[src/rtl/rom_load_ctrl_pkg.sv]
// Shared constants for the ROM download controller: region map, region index and FSM states.
package rom_load_ctrl_pkg;

  localparam int NUM_RGN = 5;

  typedef enum logic [2:0] {
    RGN_CPU    = 3'd0,
    RGN_SOUND  = 3'd1,
    RGN_CHAR   = 3'd2,
    RGN_SPRITE = 3'd3,
    RGN_PROM   = 3'd4
  } region_e;

  typedef enum logic [1:0] {
    ST_IDLE = 2'd0,
    ST_LOAD = 2'd1,
    ST_HOLD = 2'd2,
    ST_RUN  = 2'd3
  } state_e;

  // Index 0 is cpu; sizes are 17 bits so the end of a region can be 16'hFFFF+1.
  localparam logic [NUM_RGN-1:0][15:0] RGN_BASE = {
    16'hD000, 16'hB000, 16'h9000, 16'h8000, 16'h0000
  };
  localparam logic [NUM_RGN-1:0][16:0] RGN_SIZE = {
    17'h00240, 17'h02000, 17'h02000, 17'h01000, 17'h08000
  };

  function automatic logic in_region(input logic [15:0] a, input region_e r);
    logic [16:0] lo;
    lo = {1'b0, RGN_BASE[r]};
    return ({1'b0, a} >= lo) && ({1'b0, a} < (lo + RGN_SIZE[r]));
  endfunction

endpackage

[src/rtl/rom_load_ctrl_region_decode.sv]
// Combinational address decoder: one-hot region hit and region-relative offset.
module rom_region_decode
  import rom_load_ctrl_pkg::*;
(
  input  logic [15:0]        i_addr,
  output logic [NUM_RGN-1:0] o_hit,
  output logic [15:0]        o_offset
);

  always_comb begin
    o_hit    = '0;
    o_offset = i_addr;
    for (int i = 0; i < NUM_RGN; i++) begin
      if (in_region(i_addr, region_e'(i[2:0]))) begin
        o_hit[i] = 1'b1;
        o_offset = i_addr - RGN_BASE[i];
      end
    end
  end

endmodule

[src/rtl/rom_load_ctrl.sv]
// ROM download controller: routes download bytes into region writes and sequences core reset.
// Optional feature macro: ROM_CHECKSUM_EN (mod-256 byte checksum with sum_err).
module rom_load_ctrl
  import rom_load_ctrl_pkg::*;
#(
  parameter int unsigned HOLD_CYCLES  = 4096,
  parameter logic [15:0] EXPECT_BYTES = 16'hD240
`ifdef ROM_CHECKSUM_EN
  ,
  parameter logic [7:0]  EXPECT_SUM   = 8'h00
`endif
) (
  input  logic        clock_12,
  input  logic        reset,
  input  logic        dn_download,
  input  logic        dn_wr,
  input  logic [15:0] dn_addr,
  input  logic [7:0]  dn_data,
  input  logic        ext_reset,
  output logic [4:0]  rom_we,
  output logic [15:0] rom_addr,
  output logic [7:0]  rom_data,
  output logic        core_reset,
  output logic        load_done,
  output logic        size_err,
  output logic        addr_err,
  output logic [15:0] byte_count
`ifdef ROM_CHECKSUM_EN
  ,
  output logic [7:0]  checksum,
  output logic        sum_err
`endif
);

  localparam logic [15:0] HOLD_LAST = 16'(HOLD_CYCLES - 1);

  state_e               r_state, w_next;
  logic                 r_dn_prev;
  logic [15:0]          r_hold_cnt;
  logic [4:0]           r_rom_we;
  logic [15:0]          r_rom_addr, r_byte_count;
  logic [7:0]           r_rom_data;
  logic                 r_core_reset, r_load_done, r_size_err, r_addr_err;
  logic [NUM_RGN-1:0]   w_hit;
  logic [15:0]          w_offset;
  logic                 w_dn_rise, w_accept, w_good, w_hold_done;
  logic                 w_load_entry, w_load_exit, w_hold_clr;

  rom_region_decode u_dec (
    .i_addr   (dn_addr),
    .o_hit    (w_hit),
    .o_offset (w_offset)
  );

  // r_dn_prev resets high so a download held across reset is not seen as a new session.
  assign w_dn_rise   = dn_download & ~r_dn_prev;
  assign w_accept    = dn_wr & dn_download & (r_state == ST_LOAD);
  assign w_hold_done = (r_hold_cnt == HOLD_LAST);

`ifdef ROM_CHECKSUM_EN
  logic [7:0] r_checksum;
  logic       r_sum_err;
  assign w_good = (r_byte_count == EXPECT_BYTES) && (r_checksum == EXPECT_SUM);
`else
  assign w_good = (r_byte_count == EXPECT_BYTES);
`endif

  always_ff @(posedge clock_12 or posedge reset) begin
    if (reset) r_state <= ST_IDLE;
    else       r_state <= w_next;
  end

  always_comb begin
    w_next = r_state;
    case (r_state)
      ST_IDLE: if (w_dn_rise) w_next = ST_LOAD;
      ST_LOAD: if (!dn_download) w_next = w_good ? ST_HOLD : ST_IDLE;
      ST_HOLD: begin
        if (dn_download)      w_next = ST_LOAD;
        else if (ext_reset)   w_next = ST_HOLD;
        else if (w_hold_done) w_next = ST_RUN;
      end
      ST_RUN: begin
        if (dn_download)    w_next = ST_LOAD;
        else if (ext_reset) w_next = ST_HOLD;
      end
      default: w_next = ST_IDLE;
    endcase
  end

  always_comb begin
    w_load_entry = (w_next == ST_LOAD) && (r_state != ST_LOAD);
    w_load_exit  = (r_state == ST_LOAD) && !dn_download;
    w_hold_clr   = (w_next == ST_HOLD) && ((r_state != ST_HOLD) || ext_reset);
  end

  always_ff @(posedge clock_12 or posedge reset) begin
    if (reset) begin
      r_dn_prev    <= 1'b1;
      r_hold_cnt   <= '0;
      r_rom_we     <= '0;
      r_rom_addr   <= '0;
      r_rom_data   <= '0;
      r_core_reset <= 1'b1;
      r_load_done  <= 1'b0;
      r_size_err   <= 1'b0;
      r_addr_err   <= 1'b0;
      r_byte_count <= '0;
    end else begin
      r_dn_prev    <= dn_download;
      r_core_reset <= (w_next != ST_RUN);
      r_load_done  <= (w_next == ST_RUN);
      r_rom_we     <= w_accept ? w_hit : 5'b0;
      if (w_accept) begin
        r_rom_addr <= w_offset;
        r_rom_data <= dn_data;
      end
      if (w_hold_clr)                          r_hold_cnt <= '0;
      else if (r_state == ST_HOLD && !w_hold_done) r_hold_cnt <= r_hold_cnt + 16'd1;
      if (w_load_entry) begin
        r_byte_count <= '0;
        r_size_err   <= 1'b0;
        r_addr_err   <= 1'b0;
      end else begin
        if (w_accept && r_byte_count != 16'hFFFF) r_byte_count <= r_byte_count + 16'd1;
        if (w_accept && ~|w_hit)                  r_addr_err   <= 1'b1;
        if (w_load_exit && r_byte_count != EXPECT_BYTES) r_size_err <= 1'b1;
      end
    end
  end

`ifdef ROM_CHECKSUM_EN
  always_ff @(posedge clock_12 or posedge reset) begin
    if (reset) begin
      r_checksum <= '0;
      r_sum_err  <= 1'b0;
    end else if (w_load_entry) begin
      r_checksum <= '0;
      r_sum_err  <= 1'b0;
    end else begin
      if (w_accept && |w_hit)                         r_checksum <= r_checksum + dn_data;
      if (w_load_exit && r_checksum != EXPECT_SUM)    r_sum_err  <= 1'b1;
    end
  end
  assign checksum = r_checksum;
  assign sum_err  = r_sum_err;
`endif

  assign rom_we     = r_rom_we;
  assign rom_addr   = r_rom_addr;
  assign rom_data   = r_rom_data;
  assign core_reset = r_core_reset;
  assign load_done  = r_load_done;
  assign size_err   = r_size_err;
  assign addr_err   = r_addr_err;
  assign byte_count = r_byte_count;

endmodule

[config.mk]
export PLATFORM = sky130hd
export DESIGN_NAME = rom_load_ctrl
export DESIGN_NICKNAME = d
export VERILOG_FILES = /design/src/rtl/rom_load_ctrl_pkg.sv /design/src/rtl/rom_load_ctrl_region_decode.sv /design/src/rtl/rom_load_ctrl.sv
export SDC_FILE = /design/constraint.sdc
export NUM_CORES = 1
export LEC_CHECK = 0
export CORE_ASPECT_RATIO = 1.1
export CORE_MARGIN = 1.5
export CORE_UTILIZATION = 43
export CTS_CLUSTER_SIZE = 14
export DETAILED_ROUTE_END_ITERATION = 8
export PLACE_DENSITY = 0.74
export SLEW_MARGIN = 20
export SYNTH_ARGS = -nofsm -noshare
export SYNTH_HDL_FRONTEND = slang
export SYNTH_HIERARCHICAL = 1
export SYNTH_SLANG_ARGS = --single-unit
[constraint.sdc]
create_clock -name clock_12 -period 5.5 [get_ports clock_12]
set_clock_uncertainty 0.1 [all_clocks]
set_input_delay 0.55 -clock clock_12 [delete_from_list [all_inputs] [get_ports clock_12]]
set_output_delay 0.55 -clock clock_12 [all_outputs]
set_load 0.1 [all_outputs]
==> load_flow_metrics.sql, run 1 <==
INSERT INTO impl_metrics (metric_group, metric, value, unit) VALUES
('final_layout', 'diodes', '0', ''),
('drt', 'drt-wirelength-per-cell', '14.7', 'µm'),
('floorplanning', 'rows', '36', ''),
('synth', 'cell_count_after_synthesis', '418', ''),
('floorplanning', 'core_region_area', '0.00878', 'mm²'),
('cts', 'cts_sinks', '68', ''),
('power', 'ir_drop', '0.118', 'mV'),
('setup_path', 'regToRegStartpoint', 'byte_count[0]', ''),
('synth', 'synthXorXnorAreaFrac', '0.00455', ''),
('placement', 'gpl.final_weighted_congestion', '0.867', ''),
('final_layout', 'layout.area.seq', '0.00170', 'mm²'),
('floorplanning', 'number_of_primary_i_o_pins', '78', ''),
('final_layout', 'post_route_cells_drive_above_1_share', '0.0892', ''),
('power', 'p_total', '1.57', 'mW'),
('synth', 'synth_async_sr_flop_share', '1.00', ''),
('cts', 'tritoncts', 'done', ''),
('placement', 'postPlaceCellArea', '0.00459', 'mm²'),
('floorplanning', 'die-height', '102', 'µm'),
('timing', 'layout_setup_ws', '2720', 'ps'),
('setup_path', 'worstSetupEndpointType', 'flip-flop', ''),
('synth', 'synth.mux.area_fraction', '0.0240', ''),
('setup_path', 'arrival', '2950', 'ps'),
('timing', 'timing_worst_slew_pin_value', '1010', 'ps'),
('flow_run', 'max_cap_violations', '0', ''),
('timing', 'final.period_utilization', '0.505', ''),
('timing', 'timing.hold.ws', '376', 'ps'),
('cts', 'ctsLongestPathBuffers', '2', ''),
('power', 'power_leakage', '2.05', 'nW'),
('drt', 'dr.pass1.iters', '4', ''),
('status', 'outcome', 'complete, no violations', ''),
('setup_path', 'required', '5680', 'ps'),
('worst_hold_path', 'hold_path.class', 'reg -> reg', ''),
('grt', 'grt_pass1_wl', '14500', 'µm'),
('cts', 'htree_num_levels', '3', ''),
('final_layout', 'final_util', '0.548', ''),
('synth', 'synth_simple_gate_area_share', '0.296', ''),
('setup_path', 'worstPathMaxFanout', '5', ''),
('setup_path', 'criticalPathCategory', 'in -> reg', ''),
('placement', 'port-buffer-count', '77', ''),
('timing', 'relSlewSlack', '0.322', ''),
('floorplanning', 'initial_utilization', '0.438', ''),
('final_layout', 'post-route-cell-area', '0.00481', 'mm²'),
('synth', 'synth_compound_gate_area_share', '0.143', ''),
('timing', 'grt_setup_unrepaired', 'no', ''),
('drt', 'drt_drc_violations_left', '0', ''),
('setup_path', 'startpoint', 'dn_addr[13]', ''),
('power', 'p_per_area', '325', 'mW/mm²'),
('floorplanning', 'fp.dieW', '93.2', 'µm'),
('timing', 'maxClockFrequency', '360', 'MHz'),
('synth', 'synth_area_per_cell', '9.21', 'µm²'),
('grt', 'number_of_global_route_vias_before_repair', '3162', ''),
('grt', 'gr-total-overflow', '0', ''),
('grt', 'number_of_antenna_violations_at_the_first_check_in_global_routing', '0', ''),
('grt', 'maximum_number_of_pins_on_one_net_before_global_route_repair', '69', ''),
('placement', 'post-place-cells', '580', ''),
('synth', 'synth_top_family_by_area', 'simple AND/OR/NAND/NOR gates', ''),
('final_layout', 'syn_to_final_growth', '24.9', '%'),
('floorplanning', 'dieArea', '0.00953', 'mm²'),
('cts', 'root_buffer', 'sky130_fd_sc_hd__clkbuf_8', ''),
('timing', 'final_hold_viol_count', '0', ''),
('cts', 'cts_resized', '0', ''),
('cts', 'cts_made_buffers', '9', ''),
('drt', 'drt_wl_total', '8750', 'µm'),
('final_layout', 'area_taken_by_multi_input_logic_gates', '0.00189', 'mm²'),
('final_layout', 'instances_no_fill', '596', ''),
('synth', 'synth_adder_area_share', '0.0227', ''),
('synth', 'synthesis.area', '0.00385', 'mm²'),
('drt', 'vias', '3344', ''),
('cts', 'clk_latency', '340', 'ps'),
('placement', 'dp_slack', '2380', 'ps'),
('synth', 'yosysSeqAreaShare', '0.442', '');
-- routing by layer --
metal  routed length (µm)  global-route usage  vias to the layer above  part of all wire
li1                     -                   -                     1613                 -
met1                 3900               0.248                     1632              0.45
met2                 4310               0.318                       88              0.49
met3                  399              0.0305                       11             0.046
met4                  144              0.0851                        0             0.016
met5                    0                   0                        -                 0
-- registers in the layout (all words and copies together), names as in the netlist --
signal	cells
addr_err	1
byte_count	16
core_reset	1
load_done	1
r_dn_prev	1
r_hold_cnt	16
r_state	2
rom_addr	16
rom_data	8
rom_we	5
size_err	1
-- critical path: stages --
cell                              delay [ps]
sky130_fd_sc_hd__clkdlybuf4s50_1         480
sky130_fd_sc_hd__inv_1                   160
sky130_fd_sc_hd__ha_1                    210
sky130_fd_sc_hd__or4b_4                  490
sky130_fd_sc_hd__nor4_4                  350
sky130_fd_sc_hd__or2b_1                  170
sky130_fd_sc_hd__a21oi_1                  70
sky130_fd_sc_hd__o41ai_2                 320
sky130_fd_sc_hd__nand2_1                  80
sky130_fd_sc_hd__nand2_1                  60
-- where the power goes --
part	switching [mW]	internal, mW
clock	0.191	0.235
combinational	0.426	0.129
sequential	0.0339	0.551
-- cells in the final DEF (no fill, tap or decap), types with 3 or more instances in the layout --
master,n
sky130_fd_sc_hd__and2_1,7
sky130_fd_sc_hd__buf_4,3
sky130_fd_sc_hd__nor4_4,3
sky130_fd_sc_hd__a31oi_1,4
sky130_fd_sc_hd__and4_1,3
sky130_fd_sc_hd__ha_1,7
sky130_fd_sc_hd__mux2i_1,7
sky130_fd_sc_hd__nor3_1,9
sky130_fd_sc_hd__a21oi_1,10
sky130_fd_sc_hd__or3_1,7
sky130_fd_sc_hd__o31ai_1,10
sky130_fd_sc_hd__a22oi_1,12
sky130_fd_sc_hd__nand3_1,16
sky130_fd_sc_hd__nor4_1,7
sky130_fd_sc_hd__inv_1,16
sky130_fd_sc_hd__clkbuf_8,11
sky130_fd_sc_hd__nand2b_1,3
sky130_fd_sc_hd__nand2_1,94
sky130_fd_sc_hd__nand4_1,9
sky130_fd_sc_hd__o21ai_0,15
sky130_fd_sc_hd__o21a_1,6
sky130_fd_sc_hd__nor2_1,13
sky130_fd_sc_hd__clkdlybuf4s50_1,77
sky130_fd_sc_hd__dfrtp_1,66
sky130_fd_sc_hd__or4_1,9
-- cells by family (layout without fill, tap and decap cells) --
kind of cell / Yosys count / after routing
XOR/XNOR: 2 / 2
multiplexers: 9 / 9
AO/OA/AOI/OAI: 78 / 78
flip-flops: 68 / 68
buffers and inverters: 49 / 113
AND/OR/NAND/NOR: 205 / 205
adder cells (fa/ha/maj): 7 / 7
-- cell usage after synthesis, types with 9 or more instances --
cell type,n,area [µm²]
sky130_fd_sc_hd__nand2_1,94,353
sky130_fd_sc_hd__nand4_1,9,56.3
sky130_fd_sc_hd__nand3_1,16,80.1
sky130_fd_sc_hd__a22oi_1,12,90.1
sky130_fd_sc_hd__nor2_1,13,48.8
sky130_fd_sc_hd__a21oi_1,10,50.1
sky130_fd_sc_hd__buf_4,13,97.6
sky130_fd_sc_hd__o21ai_0,15,75.1
sky130_fd_sc_hd__or4_1,9,67.6
sky130_fd_sc_hd__dfrtp_1,66,1650
sky130_fd_sc_hd__o31ai_1,10,75.1
sky130_fd_sc_hd__inv_1,17,63.8
sky130_fd_sc_hd__nor3_1,9,45.0
-- path summary, 6_finish.rpt --
| kind | endpoint | slack, ps | cells past startpoint |
|---|---|---|---|
| setup reg to reg | r_hold_cnt[1] | 3140 | 6 |
| hold / removal | rom_addr[11] | 380 | 2 |
| max in group asynchronous | rom_addr[1] | 4090 | 3 |
| setup / recovery | rom_addr[15] | 2720 | 10 |
| hold reg to reg | rom_addr[11] | 380 | 2 |
| min in group asynchronous | rom_addr[12] | 670 | 3 |
-- area by class of cell --
cell class                 instances  area share
clock buffer                      11      0.0315
clock inverter                     5      0.0125
inverter                          17      0.0133
multi-input combinational        301       0.394
sequential                        68       0.354
tap                              114      0.0297
timing repair buffer              80       0.165
Power figures use the tool's default switching activity.
==> run 2, diff against run 1 <==
- PLACE_DENSITY: 0.74 -> 0.76
- clock period: 5.5 -> 2.35 ns (I/O delays scaled with it)
==> run 2 against run 1 <==
Compared with the run above:
- core utilization increased by 0.85 points
- setup slack got worse by 2500 ps
- register-to-register slack got worse by 2800 ps
- hold slack got worse by 200 ps
- clock-buffer cell count unchanged
- global-route usage increased by 1.3 points
- via count increased by 4.5%
- non-clock buffer count increased by 18
- flip-flop and latch count unchanged
- largest power group unchanged
==> load_flow_metrics.sql, run 2 (same netlist as run 1, synthesis figures left out) <==
INSERT INTO impl_metrics (metric_group, metric, value, unit) VALUES
('setup_path', 'worstSetupStartpointType', 'input pin', ''),
('grt', 'number_of_antenna_violations_at_the_first_check_in_global_routing', '0', ''),
('setup_path', 'worstPathMaxFanout', '4', ''),
('final_layout', 'post_route_cells_drive_above_1_share', '0.244', ''),
('drt', 'drt_wl_total', '9100', 'µm'),
('power', 'ir_drop', '0.562', 'mV'),
('status', 'outcome', 'complete, no violations', ''),
('cts', 'cts_setup_buffers', '0', ''),
('placement', 'port-buffer-count', '77', ''),
('timing', 'maxClockFrequency', '481', 'MHz'),
('cts', 'tritoncts', 'done', ''),
('grt', 'number_of_global_route_vias_before_repair', '3397', ''),
('timing', 'final_hold_viol_count', '0', ''),
('cts', 'ctsLongestPathBuffers', '2', ''),
('final_layout', 'syn_to_final_growth', '26.8', '%'),
('final_layout', 'post-route-cell-area', '0.00488', 'mm²'),
('grt', 'grt_pass1_wl', '15600', 'µm'),
('timing', 'period_needed', '2080', 'ps'),
('final_layout', 'post_layout_nets', '531', ''),
('timing', 'setup-violations-final', '0', ''),
('setup_path', 'rr_worst_depth', '5', ''),
('placement', 'postPlaceCellArea', '0.00463', 'mm²'),
('power', 'p_per_area', '774', 'mW/mm²'),
('cts', 'cts_sinks', '68', ''),
('final_layout', 'diodes', '0', ''),
('drt', 'drt-wirelength-per-cell', '14.8', 'µm'),
('setup_path', 'criticalPathCategory', 'in -> reg', ''),
('final_layout', 'instances_no_fill', '614', ''),
('floorplanning', 'rows', '36', ''),
('setup_path', 'arrival', '2270', 'ps'),
('worst_hold_path', 'hold_path.class', 'in -> async', ''),
('final_layout', 'final_util', '0.556', ''),
('floorplanning', 'dieArea', '0.00953', 'mm²'),
('drt', 'first_iter_violations', '166', ''),
('floorplanning', 'die-height', '102', 'µm'),
('cts', 'htree_num_levels', '3', ''),
('floorplanning', 'core_region_area', '0.00878', 'mm²'),
('setup_path', 'worstSetupEndpointType', 'flip-flop', ''),
('drt', 'post_drt_via_cell_ratio', '5.69', ''),
('flow_run', 'max_cap_violations', '0', ''),
('timing', 'drv_slew', '0', ''),
('timing', 'setup_tns_final', '0', 'ps'),
('drt', 'vias', '3494', ''),
('placement', 'post-place-cells', '598', ''),
('power', 'power_leakage', '2.23', 'nW'),
('timing', 'timing_worst_slew_pin_value', '618', 'ps'),
('cts', 'cts_made_buffers', '9', ''),
('cts', 'clkTransAtPathRegs', '80', 'ps'),
('final_layout', 'final_common_cell', 'sky130_fd_sc_hd__nand2_1', ''),
('grt', 'gr-total-overflow', '0', ''),
('drt', 'dr.pass1.iters', '4', ''),
('setup_path', 'required', '2540', 'ps'),
('floorplanning', 'initial_utilization', '0.438', ''),
('grt', 'grt_use_total', '0.205', ''),
('timing', 'final.period_utilization', '0.884', ''),
('final_layout', 'mostFrequentLayoutCells', '94 x sky130_fd_sc_hd__nand2_1, 69 x sky130_fd_sc_hd__buf_4, 55 x sky130_fd_sc_hd__dfrtp_1, 26 x sky130_fd_sc_hd__clkdlybuf4s50_1, 16 x sky130_fd_sc_hd__nand3_1', ''),
('power', 'p_total', '3.78', 'mW'),
('drt', 'drt_drc_violations_left', '0', ''),
('grt', 'maximum_number_of_pins_on_one_net_before_global_route_repair', '69', ''),
('floorplanning', 'number_of_primary_i_o_pins', '78', ''),
('timing', 'grt_setup_unrepaired', 'no', ''),
('drt', 'detail-route-antenna-nets', '0', ''),
('cts', 'root_buffer', 'sky130_fd_sc_hd__clkbuf_8', ''),
('placement', 'gpl.final_weighted_congestion', '0.886', ''),
('placement', 'hpwlAfterDp', '6360', 'µm'),
('cts', 'clk_latency', '350', 'ps'),
('timing', 'relSlewSlack', '0.587', ''),
('floorplanning', 'fp.dieW', '93.2', 'µm');
run 2: power by group:
| part | switching [mW] | internal, mW | leakage, nW | total (mW) |
|---|---|---|---|---|
| clock | 0.472 | 0.657 | 0.112 | 1.13 |
| combinational | 0.996 | 0.278 | 1.26 | 1.27 |
| sequential | 0.0895 | 1.29 | 0.854 | 1.38 |
| total | 1.56 | 2.22 | 2.23 | 3.78 |
run 2: layout make-up:
cell class	count	area, µm²
clock inverter	5	83.8
sequential	68	1720
tap	114	143
fill	801	3900
clock buffer	11	151
timing repair buffer	98	823
multi-input combinational	301	1900
inverter	17	63.8
run 2: timing repair:
action                     4_1_cts  5_1_grt
resized for setup                0        5
setup endpoints to repair        0        2
hold buffers                     0        0
run 2: stage by stage:
step                hold slack [ps]  setup slack [ps]
detailed placement              364              -251
finish                          173               273
CTS                             180               118
global route                    203               147
global placement                361              -176
floorplan                       139             -2.62
run 2: worst max-delay path, cell delays in order:
cell and delay, ps:
sky130_fd_sc_hd__clkdlybuf4s50_1 440, sky130_fd_sc_hd__or4b_4 550, sky130_fd_sc_hd__nor4_4 360, sky130_fd_sc_hd__o21a_1 220, sky130_fd_sc_hd__o31ai_1 100, sky130_fd_sc_hd__a211oi_2 210, sky130_fd_sc_hd__nand2_1 70, sky130_fd_sc_hd__nand2_1 60
run 2: per-layer routing:
layer / vias to the layer above / wire length [µm] / track usage
met1: 1710 / 3920 / 0.255
met2: 119 / 4540 / 0.355
met3: 16 / 492 / 0.0454
li1: 1649 / - / -
met4: 0 / 153 / 0.0641
met5: - / 0 / 0
run 2: worst paths after layout:
check / startpoint / endpoint / slack, ps
max: dn_addr[0] / rom_addr[13] / 270
min: reset / rom_addr[14] / 170
max reg2reg: byte_count[0] / byte_count[14] / 310
min reg2reg: rom_addr[4] / rom_addr[4] / 380
max in group asynchronous: reset / core_reset / 1640
min in group clock_12: dn_addr[12] / rom_addr[12] / 260
